==> src/rtl/mux_cfg_chain_ctrl_if.sv <==
// Bitstream word handshake between the programming host
// and the configuration-chain controller.
interface mux_cfg_chain_ctrl_if #(
    parameter int WORD_W = 8
);
    logic [WORD_W-1:0] cfg_data;
    logic              cfg_valid;
    logic              cfg_ready;

    modport master (
        output cfg_data,
        output cfg_valid,
        input  cfg_ready
    );

    modport slave (
        input  cfg_data,
        input  cfg_valid,
        output cfg_ready
    );
endinterface

==> src/rtl/mux_cfg_chain_ctrl.sv <==
// Loads routing-mux select bits into the ccff chain LSB-first,
// then recirculates once and compares read-back CRC-8 against load CRC-8.
module mux_cfg_chain_ctrl #(
    parameter int CHAIN_LEN = 40,
    parameter int WORD_W    = 8
) (
    input  logic                 prog_clk,
    input  logic                 prog_reset_n,
    input  logic                 start,
    mux_cfg_chain_ctrl_if.slave  cfg,
    output logic                 ccff_head,
    output logic                 ccff_en,
    input  logic                 ccff_tail,
    output logic                 busy,
    output logic                 done,
    output logic                 err
);

    localparam int CW = $clog2(CHAIN_LEN + 1);
    localparam int BW = $clog2(WORD_W + 1);
    localparam logic [CW-1:0] LEN  = CW'(CHAIN_LEN);
    localparam logic [CW-1:0] LAST = CW'(CHAIN_LEN - 1);

    typedef enum logic [1:0] {
        IDLE,
        LOAD,
        VERIFY,
        DONE
    } state_t;

    state_t            state;
    logic [WORD_W-1:0] shifter;
    logic [BW-1:0]     queued;
    logic [CW-1:0]     shifted;
    logic [CW-1:0]     vcnt;
    logic [CW-1:0]     taken;
    logic [7:0]        crc_ld;
    logic [7:0]        crc_rb;
    logic              head_q;
    logic              en_q;
    logic              busy_q;
    logic              done_q;
    logic              err_q;

    logic [CW-1:0]     remain;
    logic [BW-1:0]     take;
    logic              ready;
    logic              accept;
    logic [7:0]        crc_rb_nxt;

    function automatic logic [7:0] crc_step(
        input logic [7:0] c,
        input logic       b
    );
        logic fb;
        fb = c[7] ^ b;
        return {c[6:0], 1'b0} ^ (fb ? 8'h07 : 8'h00);
    endfunction

    // queued counts bits still in the shifter behind the one on ccff_head,
    // so a new word may land on the edge that retires the last bit.
    always_comb begin
        remain     = LEN - taken;
        take       = (32'(remain) >= WORD_W) ? BW'(WORD_W) : BW'(remain);
        ready      = (state == LOAD) && (queued == '0) && (remain != '0);
        accept     = ready && cfg.cfg_valid;
        crc_rb_nxt = crc_step(crc_rb, ccff_tail);
    end

    assign cfg.cfg_ready = ready;
    assign ccff_head     = (state == VERIFY) ? ccff_tail : head_q;
    assign ccff_en       = en_q;
    assign busy          = busy_q;
    assign done          = done_q;
    assign err           = err_q;

    always_ff @(posedge prog_clk) begin
        if (!prog_reset_n) begin
            state   <= IDLE;
            shifter <= '0;
            queued  <= '0;
            shifted <= '0;
            vcnt    <= '0;
            taken   <= '0;
            crc_ld  <= '0;
            crc_rb  <= '0;
            head_q  <= 1'b0;
            en_q    <= 1'b0;
            busy_q  <= 1'b0;
            done_q  <= 1'b0;
            err_q   <= 1'b0;
        end else begin
            unique case (state)
                IDLE, DONE: begin
                    if (start) begin
                        state   <= LOAD;
                        busy_q  <= 1'b1;
                        done_q  <= 1'b0;
                        err_q   <= 1'b0;
                        en_q    <= 1'b0;
                        queued  <= '0;
                        shifted <= '0;
                        vcnt    <= '0;
                        taken   <= '0;
                        crc_ld  <= '0;
                        crc_rb  <= '0;
                    end
                end
                LOAD: begin
                    if (en_q) begin
                        crc_ld <= crc_step(crc_ld, head_q);
                        if (shifted != LEN) begin
                            shifted <= shifted + 1'b1;
                        end
                    end
                    if (en_q && shifted == LAST) begin
                        state <= VERIFY;
                        en_q  <= 1'b1;
                    end else if (accept) begin
                        head_q  <= cfg.cfg_data[0];
                        shifter <= cfg.cfg_data >> 1;
                        queued  <= take - 1'b1;
                        taken   <= taken + CW'(take);
                        en_q    <= 1'b1;
                    end else if (queued != '0) begin
                        head_q  <= shifter[0];
                        shifter <= shifter >> 1;
                        queued  <= queued - 1'b1;
                        en_q    <= 1'b1;
                    end else begin
                        en_q <= 1'b0;
                    end
                end
                VERIFY: begin
                    crc_rb <= crc_rb_nxt;
                    if (vcnt != LEN) begin
                        vcnt <= vcnt + 1'b1;
                    end
                    if (vcnt == LAST) begin
                        state  <= DONE;
                        en_q   <= 1'b0;
                        busy_q <= 1'b0;
                        done_q <= 1'b1;
                        err_q  <= (crc_rb_nxt != crc_ld);
                    end
                end
                default: state <= IDLE;
            endcase
        end
    end

endmodule

==> src/flat_wrapper.sv <==
// flat-port wrapper written by rule: the top's interface ports become plain ports
module mux_cfg_chain_ctrl_flat 
#(
    parameter int CHAIN_LEN = 40,
    parameter int WORD_W    = 8
)
  (prog_clk, prog_reset_n, start, ccff_head, ccff_en, ccff_tail, busy, done, err, cfg_cfg_data, cfg_cfg_valid, cfg_cfg_ready);
  mux_cfg_chain_ctrl_if #(.WORD_W(WORD_W)) cfg_i ();
  input  logic prog_clk;
  input  logic prog_reset_n;
  input  logic start;
  output logic ccff_head;
  output logic ccff_en;
  input  logic ccff_tail;
  output logic busy;
  output logic done;
  output logic err;
  input wire logic [$bits(cfg_i.cfg_data)-1:0] cfg_cfg_data;
  input wire logic [$bits(cfg_i.cfg_valid)-1:0] cfg_cfg_valid;
  output wire logic [$bits(cfg_i.cfg_ready)-1:0] cfg_cfg_ready;
  assign cfg_i.cfg_data = cfg_cfg_data;
  assign cfg_i.cfg_valid = cfg_cfg_valid;
  assign cfg_cfg_ready = cfg_i.cfg_ready;
  mux_cfg_chain_ctrl #(.CHAIN_LEN(CHAIN_LEN), .WORD_W(WORD_W)) u_core (.prog_clk(prog_clk), .prog_reset_n(prog_reset_n), .start(start), .cfg(cfg_i), .ccff_head(ccff_head), .ccff_en(ccff_en), .ccff_tail(ccff_tail), .busy(busy), .done(done), .err(err));
endmodule
==> config.mk <==
export PLATFORM = sky130hd
export DESIGN_NAME = mux_cfg_chain_ctrl_flat
export DESIGN_NICKNAME = d
export VERILOG_FILES = /design/src/rtl/mux_cfg_chain_ctrl_if.sv /design/src/rtl/mux_cfg_chain_ctrl.sv /design/src/flat_wrapper.sv
export SDC_FILE = /design/constraint.sdc
export NUM_CORES = 1
export LEC_CHECK = 0
export CAP_MARGIN = 10
export CORE_MARGIN = 2
export CORE_UTILIZATION = 32
export DETAILED_ROUTE_END_ITERATION = 7
export PLACE_DENSITY = 0.48
export SKIP_LAST_GASP = 1
export SLEW_MARGIN = 10
export SYNTH_ARGS = -nofsm -noshare
export SYNTH_HDL_FRONTEND = slang
export SYNTH_SLANG_ARGS = --single-unit
==> constraint.sdc <==
create_clock -name prog_clk -period 3.1 [get_ports prog_clk]
set_input_delay 0.31 -clock prog_clk [delete_from_list [all_inputs] [get_ports prog_clk]]
set_output_delay 0.31 -clock prog_clk [all_outputs]
set_load 0.02 [all_outputs]
Word level (Yosys, flattened, before mapping)
Cells that the tools add are included.

word-level totals
  flip-flop bits (word level) = 53
  output and inout bits = 6
  word-level logic and storage cells = 106
  input bits = 13

operators by class
  reductions and logical operators = 22
  add/sub/neg operators = 6
  equality and inequality tests = 17
  muxes and demuxes = 42
  order comparisons = 1
  bitwise operators = 5

operators with widths
  kind                                                                                 number
  6-bit 2-to-1 mux                                                                     6
  6-bit case mux with 2 select lines                                                   3
  8-bit 2-to-1 mux                                                                     4
  8-bit case mux with 2 select lines                                                   2
  4-bit 2-to-1 mux                                                                     5
  8-bit XOR                                                                            2
  3-bit AND reduction                                                                  5
  6-bit by 1-bit adder with 6-bit output, second input constant                        2
  6-bit == test, second input constant                                                 2
  2-bit != test, second input constant                                                 6
  6-bit != test, second input constant                                                 2
  4-bit AND reduction                                                                  3
  1-bit 2-to-1 mux                                                                     11
  8-bit != test                                                                        1
  4-bit case mux with 2 select lines                                                   1
  4-bit by 1-bit subtractor with 4-bit output, second input constant                   2
  6-bit by 4-bit adder with 6-bit output                                               1
  6-bit by 4-bit greater-or-equal comparator with 1-bit output, second input constant  1
  2-bit 2-to-1 mux                                                                     3
  3-bit 2-to-1 mux                                                                     2
  1-bit case mux with 2 select lines                                                   3
  2-bit case mux with 3 select lines                                                   1
  2-bit nonzero test                                                                   3
  6-bit nonzero test                                                                   1
  14 further kinds                                                                     21

Logic depth before layout (Yosys ltp)
Gate-level depths: netlist of the first run.

  depth in word-level cells = 7
  mapped depth = 15
  gate-level depth less buffers = 13

Least setup slack after synthesis of the first run
OpenSTA, ideal clock, no wires.

  kind = flip-flop to flip-flop
  start = reg u_core.taken[1]
  end = reg u_core.taken[4]
  path buffers = 2
  required time = 3028 ps
  period minus slack after synthesis = 2537 ps
  path slack = 563 ps
  arrival = 2466 ps
  cell stages (with the launch flop) = 15
  setup time = 72 ps
  path through = dfxtp_1 -> clkbuf_1 -> inv_1 -> ha_1 -> clkbuf_1 -> and3b_1 -> nand3_1 -> nand3_1 -> nand2_1 -> xnor2_1 -> ha_1 -> nand2_1 -> o21a_1 -> a21oi_1 -> mux2i_1

on the way
  cells in the longest elaborated chain, start to end = 7

ends and longest elaborated chain
  what                                                          line                       source
  from (decl)                                                   mux_cfg_chain_ctrl.sv:36   logic [CW-1:0] taken;
  from (signal assigned)                                        mux_cfg_chain_ctrl.sv:123  taken <= taken + CW'(take);
  6-bit subtractor                                              mux_cfg_chain_ctrl.sv:63   remain = LEN - taken;
  6-bit by 4-bit greater-or-equal comparator with 1-bit output  mux_cfg_chain_ctrl.sv:64   take = (32'(remain) >= WORD_W) ? BW'(WORD_W) : BW'(remain);
  4-bit 2-to-1 mux                                              mux_cfg_chain_ctrl.sv:64
  6-bit by 4-bit adder with 6-bit output                        mux_cfg_chain_ctrl.sv:123
  6-bit 2-to-1 mux                                              mux_cfg_chain_ctrl.sv:119  end else if (accept) begin
  6-bit 2-to-1 mux                                              mux_cfg_chain_ctrl.sv:116  if (en_q && shifted == LAST) begin
  6-bit case mux with 2 select lines                            mux_cfg_chain_ctrl.sv:93   unique case (state)

Parallel ways exist; a longest one is shown, timed or not. The select of a mux whose other input is x is not followed.
A chain may end at the register's enable or synchronous reset.

Worst setup path in the final report of the first run
  start = reg u_core.taken[0]
  end = out cfg_cfg_ready

on the way
  cells in the longest elaborated chain, start to end = 3

ends and longest elaborated chain
  what                line                      source
  6-bit subtractor    mux_cfg_chain_ctrl.sv:63
  6-bit nonzero test  mux_cfg_chain_ctrl.sv:65  ready = (state == LOAD) && (queued == '0) && (remain != '0);
  1-bit logical AND   mux_cfg_chain_ctrl.sv:65
  to (decl)           flat_wrapper.sv:20        output wire logic [$bits(cfg_i.cfg_ready)-1:0] cfg_cfg_ready;

Every way passes these cells.

==> results of run 1 <==
[sequential cells by signal (all words and copies together) (netlist names)]
signal and flops:
u_core.done 1, u_core.shifter 7, u_core.taken 6, u_core.err 1, u_core.busy 1, u_core.queued 4, u_core.crc_rb 8, u_core.crc_ld 8
u_core.shifted 6, u_core.head_q 1, u_core.vcnt 6, u_core.state 2, u_core.ccff_en 1
[final timing paths]
check / startpoint / end / slack [ps] / depth (start not counted)
worst max-delay path: u_core.taken[0]$_SDFFE_PN0P_ / cfg_cfg_ready / 150 / 6
worst min-delay path: u_core.err$_SDFFE_PN0P_ / u_core.err$_SDFFE_PN0P_ / 490 / 2
worst min register to register: u_core.err$_SDFFE_PN0P_ / u_core.err$_SDFFE_PN0P_ / 490 / 2
worst max register to register: u_core.taken[1]$_SDFFE_PN0P_ / u_core.taken[3]$_SDFFE_PN0P_ / 360 / 10
[synth_stat cells, types with 5 or more instances]
library cell,n,area share
nor2b_1,25,0.052
and3_1,5,0.010
mux2i_1,9,0.030
o211a_1,9,0.030
nand2_1,38,0.047
xnor2_1,7,0.020
ha_1,11,0.045
inv_1,12,0.015
a21oi_1,14,0.023
nand2b_1,9,0.019
a21boi_0,6,0.015
xor2_1,16,0.046
o21ai_0,10,0.016
nor2_1,20,0.025
a22oi_1,18,0.045
nand3_1,9,0.015
nor3_1,6,0.0099
nand4_1,10,0.021
dfxtp_1,52,0.34
clkbuf_1,18,0.022
[placed cells by master (no fill, tap or decap), drive strengths merged, types with 5 or more instances in the layout]
cell type       n
nand2          38
clkdlybuf4s50  18
and3            5
nand2b          9
o211a           9
nor2           21
buf             8
nand4          10
a21oi          14
inv            13
dfxtp          52
a22oi          18
xnor2           7
nor2b          25
o21ai          11
clkbuf          5
nand3           9
nor3            6
a21boi          6
ha             11
xor2           16
mux2i           9
[metrics by stage]
step / setup TNS [ps] / hold slack [ps]
floorplan: 0 / 455
global placement: 0 / 470
detailed placement: 0 / 462
CTS: 0 / 490
global route: -45.2 / 526
finish: 0 / 495
[per-layer routing]
metal	vias to the layer above	share of wire	track usage
met5	-	0	0
met4	0	0.011	0.0312
met3	6	0.032	0.0290
met2	27	0.42	0.212
met1	1166	0.54	0.197
li1	1307	-	-
[layout make-up]
class / count / share of cell area
multi-input combinational: 276 / 0.542
sequential: 52 / 0.301
timing repair buffer: 26 / 0.0694
tap: 129 / 0.0467
clock buffer: 5 / 0.0199
inverter: 12 / 0.0130
clock inverter: 3 / 0.00796
[where the power goes]
group / internal (uW) / switching [uW]
logic: 323 / 526
registers: 726 / 52.2
clock network: 166 / 244
[worst reg2reg max path, delay by kind of cell (launching register included)]
family                   cells  cell delay, ps
AND/OR/NAND/NOR              1              80
AO/OA/AOI/OAI                5            1000
adder cells (fa/ha/maj)      2             660
flip-flops                   1             550
buffers and inverters        1             100
XOR/XNOR                     1             230
[cells by family (layout without fill, tap and decap cells)]
group                      count (synthesis)  count (layout)  synth area share
buffers and inverters                     33              46            0.0420
AOI/OAI and AO/OA                         84              84             0.206
and+or+nand+nor                          147             147             0.260
muxes                                     11              11            0.0371
DFF                                       52              52             0.343
adders and majority gates                 11              11            0.0453
xor gates and xnor gates                  23              23            0.0664
==> results.toml, run 1 <==
[placed_design]
port_buffers = 18
placed_cells = 495
postPlaceCellArea_sq_mm = 0.00335
gp_congestion = 0.807
hpwl_microns = 4780
pre_cts_ws_ps = 283

[power]
pwr_density_cell_mw_per_mm2 = 589
power_uw = 2040
peakVddDrop_uv = 237
power.leakage_uw = 0.00132

[worst_setup_path]
critical_path.top_delay_family = "simple AND/OR/NAND/NOR gates"
critPathMaxStageDelay_ps = 530
path_max_fanout = 11
slowest_stage = "clkdlybuf4s50_1"
crit_chain = "inv_1 > ha_1 > nor4bb_2 > nand3_1 > and3_1 > clkdlybuf4s50_1"
crit_buf_inv = 2
cp.required_ps = 2790
cp-end-kind = "output port"
start_kind = "flip-flop"
cp.arrival_ps = 2640
setup.worst_path.class = "flip-flop to output port"

[synth]
syn-num-nets = 385
avgSynthCellArea_sq_um = 8.41
synthFlopType = "dfxtp_1"
synthCells = 361
yosys_register_bits = 52
ys_seq_area_frac = 0.343
synth-edff-count = 0
synth-async-reset-ratio = 0
ys_types = 54
ys_warn_count = 0
syn_area_sq_mm = 0.00304

[finish]
ff_latch_area_sq_mm = 0.00104
stdcell_count = 503
area_delta_synth_final_pct = 14.0
design_area_sq_mm = 0.00346
post-route-util = 0.374
final_nets = 397
antenna_cells = 0
multi_input_area_sq_mm = 0.00188
fillCellCount = 1002
drive_gt1_frac = 0.0722

[clock_tree]
cts_made_buffers = 5
postCtsHoldBufs = 0
h-tree-depth = 2
post-cts-setup-buffer-count = 0
path_clk_slew_ps = 100
clkSinkCount = 52
clk_path_buf_depth = 2
cts_tree = "yes"
clockRootBuffer = "clkbuf_8"
cts_resized = 0
insertion_delay_ps = 310

[global_routing]
grt_pass1_vias = 2393
grt_max_degree = 41
grt_usage = 0.137
antenna_found_initial = 0
grt-ovfl-total = 0
grt_pass1_wl_microns = 11500

[timing]
finClkSkew_ps = 11.2
fin_crit_sh = 0.951
setup_slack_ps = 151
period_needed_ps = 2950
worst_pin_slew_ps = 758
max_freq_ghz = 0.339
relSlewSlack = 0.488
hold_viol = 0
slew_violations = 0
rsz0062_at_grt = "true"
setup_viol = 0

[routing]
viasPerCell = 4.98
wirelength_microns = 6630
vias = 2506
drt_iter0_markers = 65
ant_nets = 0
drc = 0
wire_per_inst_microns = 13.2
drt_pre_antenna_iters = 4

[run_status]
outcome = "finished clean"

[floorplanning]
die-area_sq_mm = 0.0103
dieHeight_microns = 101
core-area_sq_mm = 0.00924
io_pins = 19
die_w_microns = 101
initial_core_util = 0.329
fp-row-count = 35

[job]
maxCapViolations = 0

[min_path]
hold_class = "flip-flop to flip-flop"
(Power assumes the default switching activity.)
==> run 2: changes to the inputs <==
- CTS_BUF_LIST: default -> sky130_fd_sc_hd__clkbuf_8 sky130_fd_sc_hd__clkbuf_16
- SLEW_MARGIN: 10 -> default
==> results of run 2 <==
Final layout, timing and power as in run 1 (identical DEF).
==> patch, RTL diff (flow settings as in run 2) <==
One comparison of `vcnt` changes from == to >=.
--- a/src/rtl/mux_cfg_chain_ctrl.sv
+++ b/src/rtl/mux_cfg_chain_ctrl.sv
@@ -138,3 +138,3 @@
                     end
-                    if (vcnt == LAST) begin
+                    if (vcnt >= LAST) begin
                         state  <= DONE;
Function: same outputs for any inputs over 10 cycles, from zero or initial values and one cycle with prog_reset_n low; that may be too few to reach the edited logic, so the function may still have changed.
==> patch against run 2 <==
Power grew 5.0%; non-clock buffer count grew 4; register-to-register slack lost 0.06 ns; area after synthesis shrank 3.5%; wire length grew 4.8%; final area shrank 2.9%; sequential power grew 2%; sequential cell count is the same; setup slack gained 0.15 ns; largest cell class unchanged; largest power group unchanged.
==> patch: results (changes against run 2) <==
| Metric | Value |
|---|---|
| CP max-delay cell | dfxtp_1 |
| Top flop regs | u_core.crc_ld x8, u_core.crc_rb x8, u_core.shifter x7 |
| H-tree depth | 2 (unchanged) |
| Synth unique cells | 61 (+13%) |
| EDFF count, synth | 0 (unchanged) |
| P_leak | 1.24 nW (-5.6%) |
| Setup-failing EPs final | 0 (unchanged) |
| Post-CTS Setup Bufs | 0 (unchanged) |
| Worst-case clock buffer depth | 2 (unchanged) |
| Max incr delay on CP | 0.43 ns (-0.10 ns) |
| Setup crit start | u_core.taken[0]$_SDFFE_PN0P_ |
| Hold_sp | u_core.shifted[5]$_SDFFE_PN0P_ |
| DR pass1 iterations | 4 (unchanged) |
| Ant diodes | 0 (unchanged) |
| Post-synthesis sequential area ratio | 35.5% (+1.2 points) |
| Initial antenna violation count | 0 (unchanged) |
| Post-place instance area | 3270 um2 (-2.5%) |
| Post-Route WL | 6950 um (+4.8%) |
| Syn nets | 363 (-5.7%) |
| Synth Flop Type | dfxtp_1 |
| Vias per cell | 5.36 (+7.6%) |
| Main area contributors after synthesis | dfxtp_1 36%, nor2b_1 5.8%, xor2_1 4.8%, ha_1 4.7%, a22oi_1 4.1% |
| Clock slew seen by the registers of the worst setup and hold paths | 0.10 ns (about the same) |
| Root buffer cell | clkbuf_8 |
| Multi-input gate area | 1770 um2 (-5.5%) |
| Hold WC Path Type | flop to flop |
| Cell count after synthesis | 339 (-6.1%) |
| Largest net degree at the start of global routing | 23 (-44%) |
| Hold depth | 2 (unchanged) |
| R2R depth | 11 (+1) |
| Critical path data arrival time | 3.03 ns (+0.39 ns) |
| DP Cell Count | 463 (-6.5%) |
| Buffers on Ports | 18 (unchanged) |
| Initial DRC count | 72 (+11%) |
| Slew headroom | 54.5% (+5.7 points) |
| Fin Hold WS | 0.492 ns (-0.00278 ns) |
| R2R Path End | u_core.taken[4]$_SDFFE_PN0P_ |
| # fillers | 920 (-8.2%) |
| Max VDD drop | 0.199 mV (-16%) |
| Flop2flop setup slack | 0.30 ns (-0.06 ns) |
| Layout cells sized above 1 | 8.54% (+1.3 points) |
| Net count, final | 386 (-2.8%) |
| Share of flip-flops with an asynchronous set or reset | 0% (unchanged) |
| DP Worst Slack | 0.241 ns (-0.0420 ns) |
| Resize count post-CTS | 0 (unchanged) |
| Final Skew | 0.00619 ns (-0.00498 ns) |
| CP top delay family | simple AND/OR/NAND/NOR gates |
| Status | complete, no violations |
| Global-route wire length before repair | 11800 um (+2.0%) |
| Worst-skew pair later-pin latency | 0.31 ns (about the same) |
| Via count | 2524 (+0.72%) |
| Post-DP HPWL | 4930 um (+3.2%) |
| GPL Wtd Cong | 0.820 (+1.6%) |
| Worst Path Max Fanout | 6 (-5) |
| Post-synth top cells | 52 x dfxtp_1, 27 x nor2b_1, 23 x nor2_1 |
| Sink of the worst hold path | u_core.shifted[5]$_SDFFE_PN0P_ |
| Total GRT Usage | 14.5% (+0.80 points) |
| Number of warnings issued by yosys | 0 (unchanged) |
| TritonCTS Buffers | 5 (unchanged) |
==> patch: cell types whose count changed in the layout (fill, tap and decap cells not counted), moves of 5 or more <==
cell	delta
mux2i_1	-8
o22ai_1	+9
inv_1	+5
a21oi_1	+7
nand2b_1	-7
o211a_1	-6
nand2_1	-22
o21ai_0	+8
==> patch: power by group <==
part           switching (mW)  leakage, nW  internal (mW)
Sequential             0.0607        0.420          0.736
Combinational           0.578        0.774          0.371
Clock                   0.240       0.0507          0.156
Total                   0.879         1.24           1.26
==> patch: worst max-delay path by stage <==
stage	to	slack, ns	cells after the start
after floorplan	u_core.taken[3]$_SDFFE_PN0P_	0.33	14
after global placement	u_core.taken[3]$_SDFFE_PN0P_	0.27	12
after detailed placement	u_core.taken[3]$_SDFFE_PN0P_	0.24	12
after CTS	u_core.taken[4]$_SDFFE_PN0P_	0.20	11
after global routing	u_core.taken[4]$_SDFFE_PN0P_	0.06	11
final	u_core.taken[4]$_SDFFE_PN0P_	0.30	11
==> patch: cell families after synthesis <==
group | after synthesis | share of synthesized area (%)
AO/OA/AOI/OAI | 101 | 23.4
multiplexers | 3 | 1.11
buffers and inverters | 29 | 4.36
XOR/XNOR | 25 | 7.47
AND/OR/NAND/NOR | 118 | 23.4
flip-flops | 52 | 35.5
adder cells (fa/ha/maj) | 11 | 4.70
==> patch: metal layers <==
metal	GRT usage (%)	wire length, um	vias up	share of wire [%]
li1	-	-	1272	-
met1	19.0	3390	1214	49
met2	24.8	3310	32	48
met3	2.46	196	6	2.8
met4	3.90	46	0	0.66
met5	0	0	-	0
==> patch: layout make-up <==
type,count,area share (%)
Multi-Input combinational cell,258,52.8
Sequential cell,52,31.0
Timing Repair Buffer,30,8.04
Tap cell,108,4.02
Clock buffer,5,2.05
Inverter,15,1.68
Clock inverter,3,0.484
